**config.mk**
```make
export PLATFORM = sky130hd
export DESIGN_NAME = sparc_ifu_waysel
export DESIGN_NICKNAME = d
export VERILOG_FILES = /design/src/rtl/sparc_ifu_waysel.sv
export SDC_FILE = /design/constraint.sdc
export NUM_CORES = 1
export LEC_CHECK = 0
export BUFFER_PORTS_ARGS = -buffer_cell sky130_fd_sc_hd__clkbuf_2
export CAP_MARGIN = 40
export CORE_AREA = 2 2 40 42
export DETAILED_ROUTE_END_ITERATION = 10
export DIE_AREA = 0 0 42 44
export PLACE_DENSITY = 0.78
export SYNTH_ARGS = -nofsm -noshare
export SYNTH_HDL_FRONTEND = slang
export SYNTH_SLANG_ARGS = --single-unit
```
**constraint.sdc**
```tcl
create_clock -name clk -period 1.7 [get_ports clk]
set_clock_uncertainty 0.15 [all_clocks]
set_input_delay 0.17 -clock clk [delete_from_list [all_inputs] [get_ports clk]]
set_output_delay 0.17 -clock clk [all_outputs]
set_load 0.01 [all_outputs]
```
**src/rtl/sparc_ifu_waysel.sv**
```systemverilog
// Icache fill-way allocator: invalid-way-first, else LFSR way, with per-thread fill reservations.
// Optional macro IFU_WAYSEL_RSV_MASK_EN enables masking of ways reserved by other threads on the same set.
module sparc_ifu_waysel #(
    parameter int NTHR = 4,
    parameter int TIDW = 2,
    parameter int IDXW = 7
) (
    input  logic            clk,
    input  logic            reset,
    input  logic            se,
    input  logic            alloc_req,
    input  logic [TIDW-1:0] alloc_tid,
    input  logic [IDXW-1:0] alloc_idx,
    input  logic [3:0]      alloc_vbits,
    input  logic [1:0]      lfsr_out,
    output logic            lfsr_advance,
    output logic            alloc_ack,
    output logic [TIDW-1:0] ack_tid,
    output logic [1:0]      alloc_way,
    input  logic            fill_done,
    input  logic [TIDW-1:0] fill_tid,
    output logic [NTHR-1:0] rsv_busy
);

    logic [NTHR-1:0] busy;
    logic [NTHR-1:0] release_vec;
    logic [NTHR-1:0] busy_eff;
    logic [NTHR-1:0] busy_nxt;
    logic [3:0]      rsv_mask;
    logic [3:0]      cand;
    logic [1:0]      sel_way;
    logic            use_lfsr;
    logic            accept;

`ifdef IFU_WAYSEL_RSV_MASK_EN
    logic [IDXW-1:0] idx_r [NTHR];
    logic [1:0]      way_r [NTHR];
    logic            unused_sink;
    assign unused_sink = se;
`else
    logic            unused_sink;
    assign unused_sink = ^{se, alloc_idx};
`endif

    function automatic logic [1:0] lowest_way(input logic [3:0] v);
        logic [1:0] w;
        w = 2'd0;
        for (int i = 3; i >= 0; i--) begin
            if (v[i]) w = 2'(i);
        end
        return w;
    endfunction

    assign rsv_busy = busy;

    // A thread releasing this cycle no longer blocks its own request nor masks others.
    always_comb begin
        release_vec = '0;
        if (fill_done) release_vec[fill_tid] = 1'b1;
        busy_eff = busy & ~release_vec;
        accept   = alloc_req & ~reset & ~busy_eff[alloc_tid];
        busy_nxt = busy_eff;
        if (accept) busy_nxt[alloc_tid] = 1'b1;
    end

    always_comb begin
        rsv_mask = 4'b0000;
`ifdef IFU_WAYSEL_RSV_MASK_EN
        for (int t = 0; t < NTHR; t++) begin
            if (TIDW'(t) != alloc_tid && busy_eff[t] && idx_r[t] == alloc_idx)
                rsv_mask[way_r[t]] = 1'b1;
        end
`endif
    end

    // At most NTHR-1 ways are masked, so the final fallback always finds a free way.
    always_comb begin
        cand     = ~alloc_vbits & ~rsv_mask;
        sel_way  = 2'd0;
        use_lfsr = 1'b0;
        if (cand != 4'b0000) begin
            sel_way = lowest_way(cand);
        end else if (!rsv_mask[lfsr_out]) begin
            sel_way  = lfsr_out;
            use_lfsr = 1'b1;
        end else begin
            sel_way  = lowest_way(~rsv_mask);
            use_lfsr = 1'b1;
        end
    end

    assign lfsr_advance = accept & use_lfsr;

    always_ff @(posedge clk) begin
        if (reset) begin
            busy      <= '0;
            alloc_ack <= 1'b0;
            ack_tid   <= '0;
            alloc_way <= 2'd0;
`ifdef IFU_WAYSEL_RSV_MASK_EN
            for (int t = 0; t < NTHR; t++) begin
                idx_r[t] <= '0;
                way_r[t] <= 2'd0;
            end
`endif
        end else begin
            busy      <= busy_nxt;
            alloc_ack <= accept;
            if (accept) begin
                ack_tid   <= alloc_tid;
                alloc_way <= sel_way;
`ifdef IFU_WAYSEL_RSV_MASK_EN
                idx_r[alloc_tid] <= alloc_idx;
                way_r[alloc_tid] <= sel_way;
`endif
            end
        end
    end

endmodule

```
==> impl_metrics.tcl <==
set metrics [dict create \
    fmax_mhz 542 \
    violations "negative setup slack" \
    n_fill_cell 149 \
    min_path_type "input port to flip-flop" \
    portBuffers 23 \
    dpl_worst_slack_ns -0.244 \
    outcome "complete, but fails checks" \
    clock-sinks 9 \
    synthArstFlopShare 0 \
    wl_um 1230 \
    synth-seq-area-share 0.407 \
    syn_avg_cell_area_um2 9.42 \
    dieHeight_um 44 \
    power.share.clock 0.319 \
    synth_nets 69 \
    cts.clk_slew.worst_paths_ns 0.06 \
    postCtsHoldBufs 0 \
    timing.slew.headroom 0.763 \
    grt_pass1_wl_um 1930 \
    regArea_um2 181 \
    synth-edff-count 0 \
    dpl-instance-area_um2 673 \
    pwr-share-seq 0.457 \
    synth.cell_area_um2 443 \
    nets 112 \
    grt_use_total 0.139 \
    clockBufferDepth 2 \
    synthDistinctLibCells 25 \
    p_switching_mw 0.124 \
    grt_pass1_vias 520 \
    final_common_cell "clkbuf_2" \
    crit_required_ns 1.38 \
    setup_ws_ns -0.144 \
    ys_dominant_reg_cell "dfxtp_1" \
    hold_viol 0 \
    cts_buffers 3 \
    finalMaxSlewViolations 0 \
    post-route-min-period_ns 1.84 \
    power_density_mw_per_mm2 678 \
    antenna_found_initial 0 \
    multi_input_area_um2 269 \
    critPathMaxFanout 2 \
    overflow 0 \
    path_cells "and3b_1 -> a222oi_1 -> buf_4 -> nand2_4 -> nor3_2 -> buf_2" \
    path_class "flip-flop to primary output" \
    dr.pass1.iters 4 \
    cp-start-kind "flip-flop" \
    cts_tree "done" \
    ant_nets 0 \
    sw_frac_of_total 0.248 \
    num_vias 522 \
    p_comb_frac 0.224 \
    place_congestion 0.724 \
    clk_latency_ns 0.25 \
    dp_hpwl_um 940 \
    maxCapViolCount 0 \
    worst_pin_slew_ns 0.351 \
    dieArea_mm2 0.00185 \
    wire_per_inst_um 11.7 \
    final_cell_mix "clkbuf_2 (22), buf_4 (14), dfxtp_1 (8), nor2b_1 (5)" \
    power_leakage_nw 0.371 \
    cts-root-buf "clkbuf_4" \
    core_mm2 0.00142 \
    worstPathArrival_ns 1.52 \
    initial_core_util 0.312 \
    diodes 0 \
    drt_iter0_drc 5 \
    synthCells 47 \
    slowest_delay_ns 0.32 \
    num_rows 14 \
    internal-power_mw 0.375 \
    finalCritPeriodShare 1.08 \
    setup_viol 5 \
    end_kind "primary output" \
    synthToLayoutAreaGrowth_pct 66.1 \
    synth-seq-cells 9 \
    die_w_um 42 \
    design_area_um2 736 \
    h-tree-depth 1 \
    drive_above_1_share 0.539 \
    fin_util 0.519 \
    rsz0062_at_grt "true" \
    grt_max_degree 9 \
    ys_warn_count 0 \
    drc_errors 0 \
    slowest_stage "dfxtp_2" \
    routed_via_density 4.97 \
    vdd_ir_drop_max_uv 458 \
    io_pins 32 \
]
[layer usage]
| metal | routed length (um) | global-route usage |
|---|---|---|
| met4 | 4 | 0.0968 |
| met3 | 77 | 0.0375 |
| met2 | 637 | 0.259 |
| met5 | 0 | 0 |
| met1 | 509 | 0.131 |
[path summary, 6_finish.rpt]
| path | slack (ns) | from | cells past startpoint | to |
|---|---|---|---|---|
| max | -0.14 | rsv_busy[1] | 6 | lfsr_advance |
| min | 0.04 | alloc_tid[0] | 2 | rsv_busy[0] |
| max reg2reg | -0.14 | rsv_busy[1] | 7 | ack_tid[1] |
| min reg2reg | 0.32 | rsv_busy[3] | 2 | rsv_busy[3] |
[synthesized netlist by cell type, drive strengths merged, types with 2 or more instances]
library cell | n | share of area
nand2 | 4 | 0.040
mux2 | 3 | 0.076
nand3b | 3 | 0.051
nand2b | 2 | 0.028
dfxtp | 9 | 0.41
and3b | 2 | 0.042
nor2b | 5 | 0.071
a32oi | 2 | 0.040
inv | 2 | 0.017
nor2 | 2 | 0.017
[sequential cells by signal, summed over array words and instances (netlist names)]
signal     cells
ack_tid        2
alloc_ack      1
rsv_busy       4
alloc_way      2
[layout make-up]
type	instances	share of cell area
Inverter	2	0.0102
Timing Repair Buffer	38	0.315
Multi-Input combinational cell	36	0.366
Sequential cell	9	0.247
Tap cell	16	0.0272
Clock buffer	4	0.0357
[cell families (layout without fill, tap and decap cells)]
| family | count (synthesis) | after routing | share of synthesized area |
|---|---|---|---|
| AO/OA/AOI/OAI | 9 | 9 | 0.155 |
| buffers and inverters | 2 | 44 | 0.0170 |
| flip-flops | 9 | 9 | 0.407 |
| multiplexers | 4 | 4 | 0.0989 |
| AND/OR/NAND/NOR | 23 | 23 | 0.322 |
[power by group through the flow]
stage | clock [mW] | combinational (mW) | sequential [mW]
2_1_floorplan | 0 | 0.0335 | 0.239
3_3_place_gp | 0 | 0.0986 | 0.232
3_5_place_dp | 0 | 0.101 | 0.233
4_1_cts | 0.168 | 0.105 | 0.228
5_1_grt | 0.180 | 0.121 | 0.229
6_report | 0.159 | 0.112 | 0.228
[what timing repair did]
| item | in CTS | in global routing |
|---|---|---|
| pin swaps | 4 | 2 |
| endpoints found under the setup margin | 1 | 6 |
| buffers inserted | 1 | 2 |
| resized for setup | 1 | 4 |
[critical path, delay by kind of cell (launching register included)]
kind                   cells  cell delay (ns)
flip-flops                 1             0.32
buffers and inverters      2             0.32
AO/OA/AOI/OAI              1             0.32
AND/OR/NAND/NOR            3             0.30
[metrics by stage]
step                hold slack [ns]  instances  total power, mW  setup TNS (ns)
global route                 0.0585        105            0.530          -0.903
CTS                          0.0337        103            0.501          -0.150
finish                       0.0367        105            0.499          -0.587
detailed placement            0.312         98            0.334          -0.925
global placement              0.301         98            0.331          -0.698
floorplan                    0.0891         47            0.272          -0.465
(Power assumes the default switching activity.)
